==> src/rtl/itag_ctl.sv <==
// Instruction-cache tag controller: hit/miss compare, linefill request, tag update, invalidate sweep.
// Hit/miss one cycle after acceptance (one lookup per 2 cycles); req_ready low whenever not IDLE.
module itag_ctl #(
   parameter int NL  = 128,
   parameter int LSS = 7,
   parameter int LSH = LSS + 4,
   parameter int PSL = LSH + 1,
   parameter int TS  = 2 + (32 - PSL)
) (
   input  logic           nGCLK,
   input  logic           reset,
   input  logic           req_valid,
   input  logic [31:0]    req_addr,
   output logic           req_ready,
   output logic           hit,
   output logic           miss,
   output logic [LSS-1:0] line_sel,
   output logic           busy,
   input  logic           inv_all,
   output logic           fill_req,
   output logic [31:0]    fill_addr,
   input  logic           fill_done,
   output logic [LSS-1:0] tag_read_sel,
   input  logic [TS-1:0]  tag_read_port,
   output logic [LSS-1:0] tag_write_sel,
   output logic [TS-1:0]  tag_write_port,
   output logic           tag_wr_ena
);

   typedef enum logic [2:0] {S_INIT, S_IDLE, S_LOOKUP, S_FILL, S_UPDATE} state_t;

   state_t         r_state, w_state_nxt;
   logic [LSS-1:0] r_cnt, w_cnt_nxt;
   logic           r_pend_inv, w_pend_inv_nxt;
   logic [31:5]    r_addr_q;
   logic           w_accept;
   logic           w_tag_hit;
   logic           w_unused;

   // Dirty bit is never consumed here and byte/word offsets never reach the tag path.
   assign w_unused  = ^{req_addr[4:0], tag_read_port[TS-1]};

   assign w_tag_hit = tag_read_port[TS-2] && (tag_read_port[TS-3:0] == r_addr_q[31:PSL]);
   assign line_sel  = r_addr_q[LSH:LSH-LSS+1];
   assign fill_addr = {r_addr_q, 5'b0};

   always_ff @(posedge nGCLK) begin
      if (reset) begin
         r_state    <= S_INIT;
         r_cnt      <= '0;
         r_pend_inv <= 1'b0;
      end else begin
         r_state    <= w_state_nxt;
         r_cnt      <= w_cnt_nxt;
         r_pend_inv <= w_pend_inv_nxt;
      end
   end

   always_ff @(posedge nGCLK) begin
      if (w_accept)
         r_addr_q <= req_addr[31:5];
   end

   always_comb begin
      w_state_nxt    = r_state;
      w_cnt_nxt      = r_cnt;
      w_pend_inv_nxt = r_pend_inv;
      w_accept       = 1'b0;
      req_ready      = 1'b0;
      hit            = 1'b0;
      miss           = 1'b0;
      busy           = 1'b0;
      fill_req       = 1'b0;
      tag_wr_ena     = 1'b0;
      tag_write_sel  = line_sel;
      tag_write_port = '0;
      tag_read_sel   = line_sel;

      case (r_state)
         S_INIT: begin
            busy          = 1'b1;
            tag_wr_ena    = 1'b1;
            tag_write_sel = r_cnt;
            tag_read_sel  = r_cnt;
            w_cnt_nxt     = r_cnt + 1'b1;
            if (r_cnt == LSS'(NL - 1))
               w_state_nxt = S_IDLE;
         end
         S_IDLE: begin
            // Read select comes straight from the request so data is ready in LOOKUP.
            tag_read_sel = req_addr[LSH:LSH-LSS+1];
            if (inv_all) begin
               w_state_nxt = S_INIT;
               w_cnt_nxt   = '0;
            end else begin
               req_ready = 1'b1;
               if (req_valid) begin
                  w_accept    = 1'b1;
                  w_state_nxt = S_LOOKUP;
               end
            end
         end
         S_LOOKUP: begin
            if (w_tag_hit) begin
               hit         = 1'b1;
               w_state_nxt = S_IDLE;
            end else begin
               miss        = 1'b1;
               w_state_nxt = S_FILL;
            end
         end
         S_FILL: begin
            busy     = 1'b1;
            fill_req = 1'b1;
            if (inv_all)
               w_pend_inv_nxt = 1'b1;
            if (fill_done)
               w_state_nxt = S_UPDATE;
         end
         S_UPDATE: begin
            busy           = 1'b1;
            tag_wr_ena     = 1'b1;
            tag_write_port = {1'b0, 1'b1, r_addr_q[31:PSL]};
            hit            = 1'b1;
            if (r_pend_inv) begin
               w_state_nxt    = S_INIT;
               w_cnt_nxt      = '0;
               w_pend_inv_nxt = 1'b0;
            end else begin
               w_state_nxt = S_IDLE;
            end
         end
         default: begin
            w_state_nxt = S_INIT;
            w_cnt_nxt   = '0;
         end
      endcase

      // Outputs are forced quiet while reset is held, whatever state the flops hold.
      if (reset) begin
         w_accept   = 1'b0;
         req_ready  = 1'b0;
         hit        = 1'b0;
         miss       = 1'b0;
         fill_req   = 1'b0;
         tag_wr_ena = 1'b0;
         busy       = 1'b1;
      end
   end

endmodule

==> config.mk <==
export PLATFORM = sky130hd
export DESIGN_NAME = itag_ctl
export DESIGN_NICKNAME = d
export VERILOG_FILES = /design/src/rtl/itag_ctl.sv
export SDC_FILE = /design/constraint.sdc
export NUM_CORES = 1
export LEC_CHECK = 0
export ABC_AREA = 0
export BUFFER_PORTS_ARGS = -buffer_cell sky130_fd_sc_hd__buf_2
export CAP_MARGIN = 15
export CORE_MARGIN = 5
export CORE_UTILIZATION = 38
export CTS_CLUSTER_DIAMETER = 150
export DETAILED_ROUTE_END_ITERATION = 6
export PLACE_DENSITY = 0.82
export SETUP_SLACK_MARGIN = 0.3
export SLEW_MARGIN = 30
export SYNTH_ARGS = -nofsm -noshare
export SYNTH_HDL_FRONTEND = slang
export SYNTH_SLANG_ARGS = --single-unit
==> constraint.sdc <==
create_clock -name nGCLK -period 2 [get_ports nGCLK]
set_input_delay 0.3 -clock nGCLK [delete_from_list [all_inputs] [get_ports nGCLK]]
set_output_delay 0.3 -clock nGCLK [all_outputs]
set_load 0.01 [all_outputs]
==> impl_metrics.sql, run 1 <==
INSERT INTO impl_metrics (metric_group, metric, value, unit) VALUES
('outcome', 'outcome', 'finished, violations left', ''),
('outcome', 'violations', 'negative setup slack', ''),
('route', 'via_count', '2143', ''),
('synth', 'ys_ff_latch', '38', ''),
('worst_setup_path', 'critical_path_class', 'flip-flop to output pin', ''),
('die', 'ios', '140', ''),
('global_route', 'via_count_of_the_first_global_routing_pass', '2106', ''),
('hold_path', 'hold_path_class', 'primary input to flip-flop', ''),
('cells_and_area', 'fin_area', '3670', 'um2'),
('synth', 'seq_area_frac_synth', '47.6', '%'),
('clocking', 'hold_fix_buffers_cts', '0', ''),
('clocking', 'cts_bufs_inserted', '5', ''),
('route', 'met3_length', '498', 'um'),
('worst_setup_path', 'r2r_start', 'r_state[1]$_SDFFE_PP0P_', ''),
('route', 'detail_route.vias_per_cell', '5.02', ''),
('cells_and_area', 'area.growth.synth_to_final', '69.2', '%'),
('place', 'place_inst', '394', ''),
('worst_setup_path', 'critical_path.n_buffers_inverters', '1', ''),
('synth', 'syn_area', '2170', 'um2'),
('pwr', 'vdd_drop_max', '0.359', 'mV'),
('sta', 'fin_worst_skew', '4.82', 'ps'),
('clocking', 'clk_transition_reported_paths', '80', 'ps'),
('worst_setup_path', 'critical_path.endpoint_type', 'output pin', ''),
('sta', 'rsz0062_at_grt', 'true', ''),
('worst_setup_path', 'critical_path.cell_chain', 'xnor2_1, nand4_1, nor4_4, a21boi_1, and2_1, buf_2', ''),
('die', 'chipWidth', '85.5', 'um'),
('die', 'placeableCoreArea', '5540', 'um2'),
('pwr', 'power', '1.78', 'mW'),
('clocking', 'clock_tree.htree_level_count', '2', ''),
('synth', 'count_of_distinct_cell_types_in_the_synthesized_netlist', '39', ''),
('global_route', 'antenna_found_initial', '0', ''),
('route', 'wl_per_cell', '17.1', 'um'),
('sta', 'setup_ws', '-108', 'ps'),
('worst_setup_path', 'cpLargestDelayFamily', 'simple AND/OR/NAND/NOR gates', ''),
('route', 'routed_length_on_met2', '3900', 'um'),
('synth', 'synthesis.area_per_instance', '10.6', 'um2'),
('sta', 'final_max_slew_viol_count', '0', ''),
('cells_and_area', 'drive_above_1_share', '65.4', '%'),
('cells_and_area', 'final_core_utilization', '66.2', '%'),
('route', 'drt_pre_antenna_iters', '4', ''),
('sta', 'hold_viol', '0', ''),
('synth', 'synth-edff-count', '27', ''),
('sta', 'final_period_minus_worst_setup_slack', '2110', 'ps'),
('place', 'dp.final_hpwl', '4580', 'um'),
('synth', 'post-synth-top-area-fraction', '37.4', '%'),
('clocking', 'tritoncts', 'done', ''),
('route', 'topRoutingLayerUsed', 'met4', ''),
('clocking', 'cts_max_path_buffers', '2', ''),
('synth', 'synthTopCellsByCount', '27 x sky130_fd_sc_hd__edfxtp_1, 25 x sky130_fd_sc_hd__xnor2_1, 24 x sky130_fd_sc_hd__and2_1', ''),
('worst_setup_path', 'crit_path_top_delay_cell', 'sky130_fd_sc_hd__edfxtp_1', ''),
('global_route', 'track_usage', '18.0', '%'),
('route', 'drt.antenna.violating_nets', '0', ''),
('route', 'drt_first_iter_violations', '74', ''),
('global_route', 'grt_pass1_wl', '10400', 'um'),
('synth', 'postSynth.asyncResetShare', '0', '%'),
('sta', 'setup_viol', '2', ''),
('hold_path', 'hold_path_startpoint', 'req_addr[17]', ''),
('place', 'dpl_cell_area', '2820', 'um2'),
('die', 'floorplan.rows', '27', ''),
('sta', 'max_clock_freq', '0.474', 'GHz'),
('place', 'globalplace.congestion', '0.847', ''),
('worst_setup_path', 'crit_path_max_fanout', '3', ''),
('worst_setup_path', 'cp_data_arrival_time', '1810', 'ps'),
('die', 'die_area', '7310', 'um2'),
('synth', 'synth_warnings', '0', ''),
('cells_and_area', 'filler_free_cell_count_of_the_finished_design', '427', ''),
('worst_setup_path', 'cpPeakStageDelay', '430', 'ps'),
('clocking', 'clockRootBuffer', 'sky130_fd_sc_hd__clkbuf_8', ''),
('cells_and_area', 'final_nets', '414', ''),
('worst_setup_path', 'worstSetupStartpointType', 'flip-flop', ''),
('die', 'start_util', '39.1', '%');
==> what timing repair did <==
action                                  4_1_cts  5_1_grt
resized for setup                            84       56
pin swaps                                    27       21
endpoints found under the setup margin       39       68
cloned                                        4        1
hold endpoints to repair                      0        0
setup buffers                                13        7
==> layout make-up <==
cell class | instances | area (um2)
clock buffers | 7 | 108
multi-input cells | 149 | 1260
inverters | 3 | 16.3
clock inverters | 1 | 30.0
fillers | 411 | 1870
repair buffers | 157 | 1120
well taps | 72 | 90.1
flip-flops and latches | 38 | 1040
==> registers in the layout, summed over array words and instances (netlist names) <==
register	count
r_addr_q	27
r_cnt	7
r_state	3
r_pend_inv	1
==> worst register-to-register path: cells and delay by family (launching register included) <==
family,cells,cell delay [ps]
buf+inv,4,430
xor+xnor,1,160
flops,1,360
simple gates,4,590
==> report_power, final <==
part | switching (mW) | internal, mW
Clock | 0.281 | 0.482
Combinational | 0.0710 | 0.0925
Sequential | 0.0110 | 0.843
==> metal layers <==
layer,GRT usage [%],vias up
met1,20.0,1037
met5,0,-
met3,5.38,17
met2,32.8,93
met4,5.76,0
li1,-,996
==> kinds of logic after synthesis <==
kind of cell / count (synthesis) / synth area share (%)
compound gates: 27 / 7.45
simple gates: 75 / 20.0
other cells: 1 / 0.173
xor+xnor: 25 / 10.1
mux: 14 / 6.87
buf+inv: 23 / 7.22
fa+ha+maj: 1 / 0.577
flops: 38 / 47.6
==> final timing paths <==
check	to	depth (start not counted)
max	miss	6
min reg2reg	r_cnt[1]$_SDFFE_PP0P_	2
min	r_addr_q[17]$_DFFE_PP_	1
max reg2reg	r_cnt[0]$_SDFFE_PP0P_	9
==> cell usage in the layout (no fill, tap or decap), types with 5 or more instances in the layout <==
| master | netlist | routed |
|---|---|---|
| sky130_fd_sc_hd__clkbuf_8 | 0 | 6 |
| sky130_fd_sc_hd__nand4_1 | 5 | 5 |
| sky130_fd_sc_hd__xnor2_1 | 25 | 25 |
| sky130_fd_sc_hd__mux2_4 | 0 | 7 |
| sky130_fd_sc_hd__buf_2 | 2 | 100 |
| sky130_fd_sc_hd__buf_6 | 2 | 42 |
| sky130_fd_sc_hd__and2_4 | 0 | 21 |
| sky130_fd_sc_hd__edfxtp_1 | 27 | 27 |
| sky130_fd_sc_hd__nand2_4 | 0 | 5 |
| sky130_fd_sc_hd__o21ai_2 | 0 | 6 |
| sky130_fd_sc_hd__conb_1 | 1 | 6 |
| sky130_fd_sc_hd__buf_4 | 14 | 12 |
| sky130_fd_sc_hd__o21ai_0 | 13 | 6 |
| sky130_fd_sc_hd__dfxtp_1 | 11 | 6 |
| sky130_fd_sc_hd__nor2_1 | 12 | 11 |
| sky130_fd_sc_hd__a21oi_1 | 6 | 5 |
==> through the flow <==
stage               setup TNS [ps]  hold slack [ps]
CTS                           -103              173
finish                        -162              183
global route                  -404              166
floorplan                        0              399
detailed placement               0              479
global placement                 0              478
Power figures use the tool's default switching activity.
==> run 2, diff against run 1 <==
--- a/config.mk
+++ b/config.mk
@@ -8,11 +8,13 @@
 export ABC_AREA = 0
 export BUFFER_PORTS_ARGS = -buffer_cell sky130_fd_sc_hd__buf_2
 export CAP_MARGIN = 15
+export CELL_PAD_IN_SITES_DETAIL_PLACEMENT = 1
+export CELL_PAD_IN_SITES_GLOBAL_PLACEMENT = 2
 export CORE_MARGIN = 5
-export CORE_UTILIZATION = 38
+export CORE_UTILIZATION = 21
 export CTS_CLUSTER_DIAMETER = 150
 export DETAILED_ROUTE_END_ITERATION = 6
-export PLACE_DENSITY = 0.82
+export PLACE_DENSITY = 0.81
 export SETUP_SLACK_MARGIN = 0.3
 export SLEW_MARGIN = 30
 export SYNTH_ARGS = -nofsm -noshare
==> impl_metrics.sql, run 2 (same netlist as run 1, synthesis figures left out) <==
INSERT INTO impl_metrics (metric_group, metric, value, unit) VALUES
('global_route', 'via_count_of_the_first_global_routing_pass', '2276', ''),
('cells_and_area', 'layout.cells.most_common_list', '99 x sky130_fd_sc_hd__buf_2, 44 x sky130_fd_sc_hd__buf_6, 27 x sky130_fd_sc_hd__edfxtp_1, 25 x sky130_fd_sc_hd__xnor2_1, 23 x sky130_fd_sc_hd__buf_4', ''),
('pwr', 'power_leakage', '1.68', 'nW'),
('sta', 'setup_ws', '-117', 'ps'),
('die', 'chipWidth', '112', 'um'),
('clocking', 'cts_bufs_inserted', '5', ''),
('pwr', 'vdd_drop_max', '0.270', 'mV'),
('sta', 'timing.slew.headroom', '63.9', '%'),
('die', 'floorplan.rows', '37', ''),
('cells_and_area', 'number_of_fill_cells', '1149', ''),
('sta', 'max_clock_freq', '0.472', 'GHz'),
('pwr', 'power.density', '437', 'nW/um2'),
('clocking', 'clk_transition_reported_paths', '80', 'ps'),
('cells_and_area', 'area.growth.synth_to_final', '78.6', '%'),
('route', 'drt.antenna.violating_nets', '0', ''),
('cells_and_area', 'largest_register_ff_count', '27', ''),
('hold_path', 'timing.hold.worst_path_depth', '1', ''),
('sta', 'fin_worst_skew', '14.1', 'ps'),
('route', 'drt_first_iter_violations', '104', ''),
('route', 'wl_per_cell', '18.3', 'um'),
('die', 'ios', '140', ''),
('sta', 'final_period_minus_worst_setup_slack', '2120', 'ps'),
('global_route', 'grt_pass1_wl', '12900', 'um'),
('cells_and_area', 'antenna-diode-count', '0', ''),
('outcome', 'violations', 'negative setup slack', ''),
('sta', 'hold_ws', '184', 'ps'),
('sta', 'rsz0062_at_grt', 'true', ''),
('pwr', 'power', '1.69', 'mW'),
('clocking', 'insertion_delay', '290', 'ps'),
('sta', 'hold_viol', '0', ''),
('clocking', 'tritoncts', 'done', ''),
('die', 'die_area', '12500', 'um2'),
('route', 'drc_viols', '0', ''),
('worst_setup_path', 'worstRegToRegCells', '10', ''),
('job', 'max-cap-violations', '0', ''),
('sta', 'final.period_utilization', '106', '%'),
('cells_and_area', 'filler_free_cell_count_of_the_finished_design', '510', ''),
('worst_setup_path', 'worstPathRequired', '1700', 'ps'),
('global_route', 'grt.overflow.total', '0', ''),
('global_route', 'top_usage_layer', 'met2', ''),
('clocking', 'clockRootBuffer', 'sky130_fd_sc_hd__clkbuf_8', ''),
('hold_path', 'hold_path_class', 'primary input to flip-flop', ''),
('worst_setup_path', 'cp_data_arrival_time', '1820', 'ps'),
('clocking', 'cts_max_path_buffers', '2', ''),
('global_route', 'antenna_found_initial', '0', ''),
('cells_and_area', 'drive_above_1_share', '64.7', '%'),
('worst_setup_path', 'crit_path_top_delay_cell', 'sky130_fd_sc_hd__edfxtp_1', ''),
('route', 'routed_wl', '9310', 'um'),
('global_route', 'met3_layer_usage_reported_by_global_route', '3.26', '%'),
('die', 'die_height', '112', 'um'),
('worst_setup_path', 'crit_path_max_fanout', '3', ''),
('cells_and_area', 'final_nets', '433', ''),
('worst_setup_path', 'worstSetupStartpointType', 'flip-flop', ''),
('sta', 'tightestPinTransition', '538', 'ps'),
('clocking', 'numClockSinks', '38', ''),
('die', 'placeableCoreArea', '10200', 'um2'),
('place', 'numPortBuffers', '127', ''),
('global_route', 'met1_usage', '13.8', '%'),
('cells_and_area', 'mostFrequentLayoutCell', 'sky130_fd_sc_hd__buf_2', ''),
('sta', 'final_max_slew_viol_count', '0', ''),
('place', 'globalplace.congestion', '0.833', ''),
('clocking', 'clock_tree.htree_level_count', '2', ''),
('cells_and_area', 'max_flop_register', 'r_addr_q', ''),
('cells_and_area', 'reg_top3', 'r_addr_q (27), r_cnt (7), r_state (3)', ''),
('place', 'dp.final_hpwl', '5910', 'um'),
('route', 'via_count', '2237', ''),
('global_route', 'pin_count_of_the_biggest_net_entering_global_routing', '28', ''),
('die', 'start_util', '21.3', '%'),
('worst_setup_path', 'critical_path.cell_chain', 'xnor2_1, nand3_1, nor4_2, buf_4, a21boi_2, and2_1, buf_2', ''),
('sta', 'setup_total_negative_slack', '-221', 'ps'),
('worst_setup_path', 'critical_path_class', 'flip-flop to output pin', ''),
('global_route', 'met2_usage_grt', '25.9', '%'),
('route', 'drt_pre_antenna_iters', '4', ''),
('clocking', 'hold_fix_buffers_cts', '0', ''),
('sta', 'setup_viol', '2', ''),
('global_route', 'track_usage', '13.2', '%'),
('worst_setup_path', 'critical_path.endpoint_type', 'output pin', ''),
('place', 'dpl_cell_area', '2930', 'um2'),
('worst_setup_path', 'cpPeakStageDelay', '440', 'ps'),
('outcome', 'outcome', 'finished, violations left', ''),
('place', 'place_inst', '462', ''),
('route', 'detail_route.vias_per_cell', '4.39', ''),
('cells_and_area', 'fin_area', '3870', 'um2');
[run 2: cell types whose count changed in the layout (fill, tap and decap cells not counted), sizes merged]
| cell | before | now |
|---|---|---|
| buf | 157 | 175 |
| clkinvlp | 0 | 2 |
| clkbuf | 7 | 5 |
| and2 | 25 | 26 |
[run 2: through the flow]
| stage | setup WS (ps) | utilization, % |
|---|---|---|
| final | -117 | 38.0 |
| after global routing | -256 | 38.0 |
| after CTS | -171 | 35.5 |
| after detailed placement | -11.2 | 28.8 |
| after global placement | 24.8 | 28.8 |
| after floorplan | 345 | - |
[run 2: repair_timing]
item,CTS,global route
pin swaps,20,26
cloned,5,2
resized for setup,99,34
setup buffers,19,14
endpoints found under the setup margin,72,76
[run 2: layout make-up]
class                   count  area (um2)  share of cell area (%)
clock buffers               5        68.8                    1.78
clock inverters             3        45.0                    1.16
inverters                   3        16.3                   0.420
multi-input cells         150        1200                    31.1
flip-flops and latches     38        1040                    27.0
well taps                 136         170                    4.40
repair buffers            175        1320                    34.1
[run 2: path summary, 6_finish.rpt]
path	from	endpoint	slack [ps]
max	r_addr_q[18]$_DFFE_PP_	miss	-120
min	req_addr[18]	r_addr_q[18]$_DFFE_PP_	180
max reg2reg	r_state[0]$_SDFFE_PP0P_	r_cnt[5]$_SDFFE_PP0P_	260
min reg2reg	r_cnt[1]$_SDFFE_PP0P_	r_cnt[1]$_SDFFE_PP0P_	530
[run 2: where the power goes]
group	switching, mW	internal [mW]	total, mW
Clock	0.303	0.371	0.674
Sequential	0.00959	0.843	0.853
Combinational	0.0741	0.0892	0.163
[run 2: metal layers]
metal | vias up | wire, um
met5 | - | 0
met3 | 19 | 525
met4 | 0 | 280
li1 | 1034 | -
met1 | 1083 | 3470
met2 | 101 | 5030
[run 2: worst max-delay path: cells and delay by family (launching register included)]
| kind | cells | cell delay, ps |
|---|---|---|
| buf+inv | 2 | 310 |
| compound gates | 1 | 60 |
| simple gates | 3 | 540 |
| xor+xnor | 1 | 190 |
| flops | 1 | 440 |
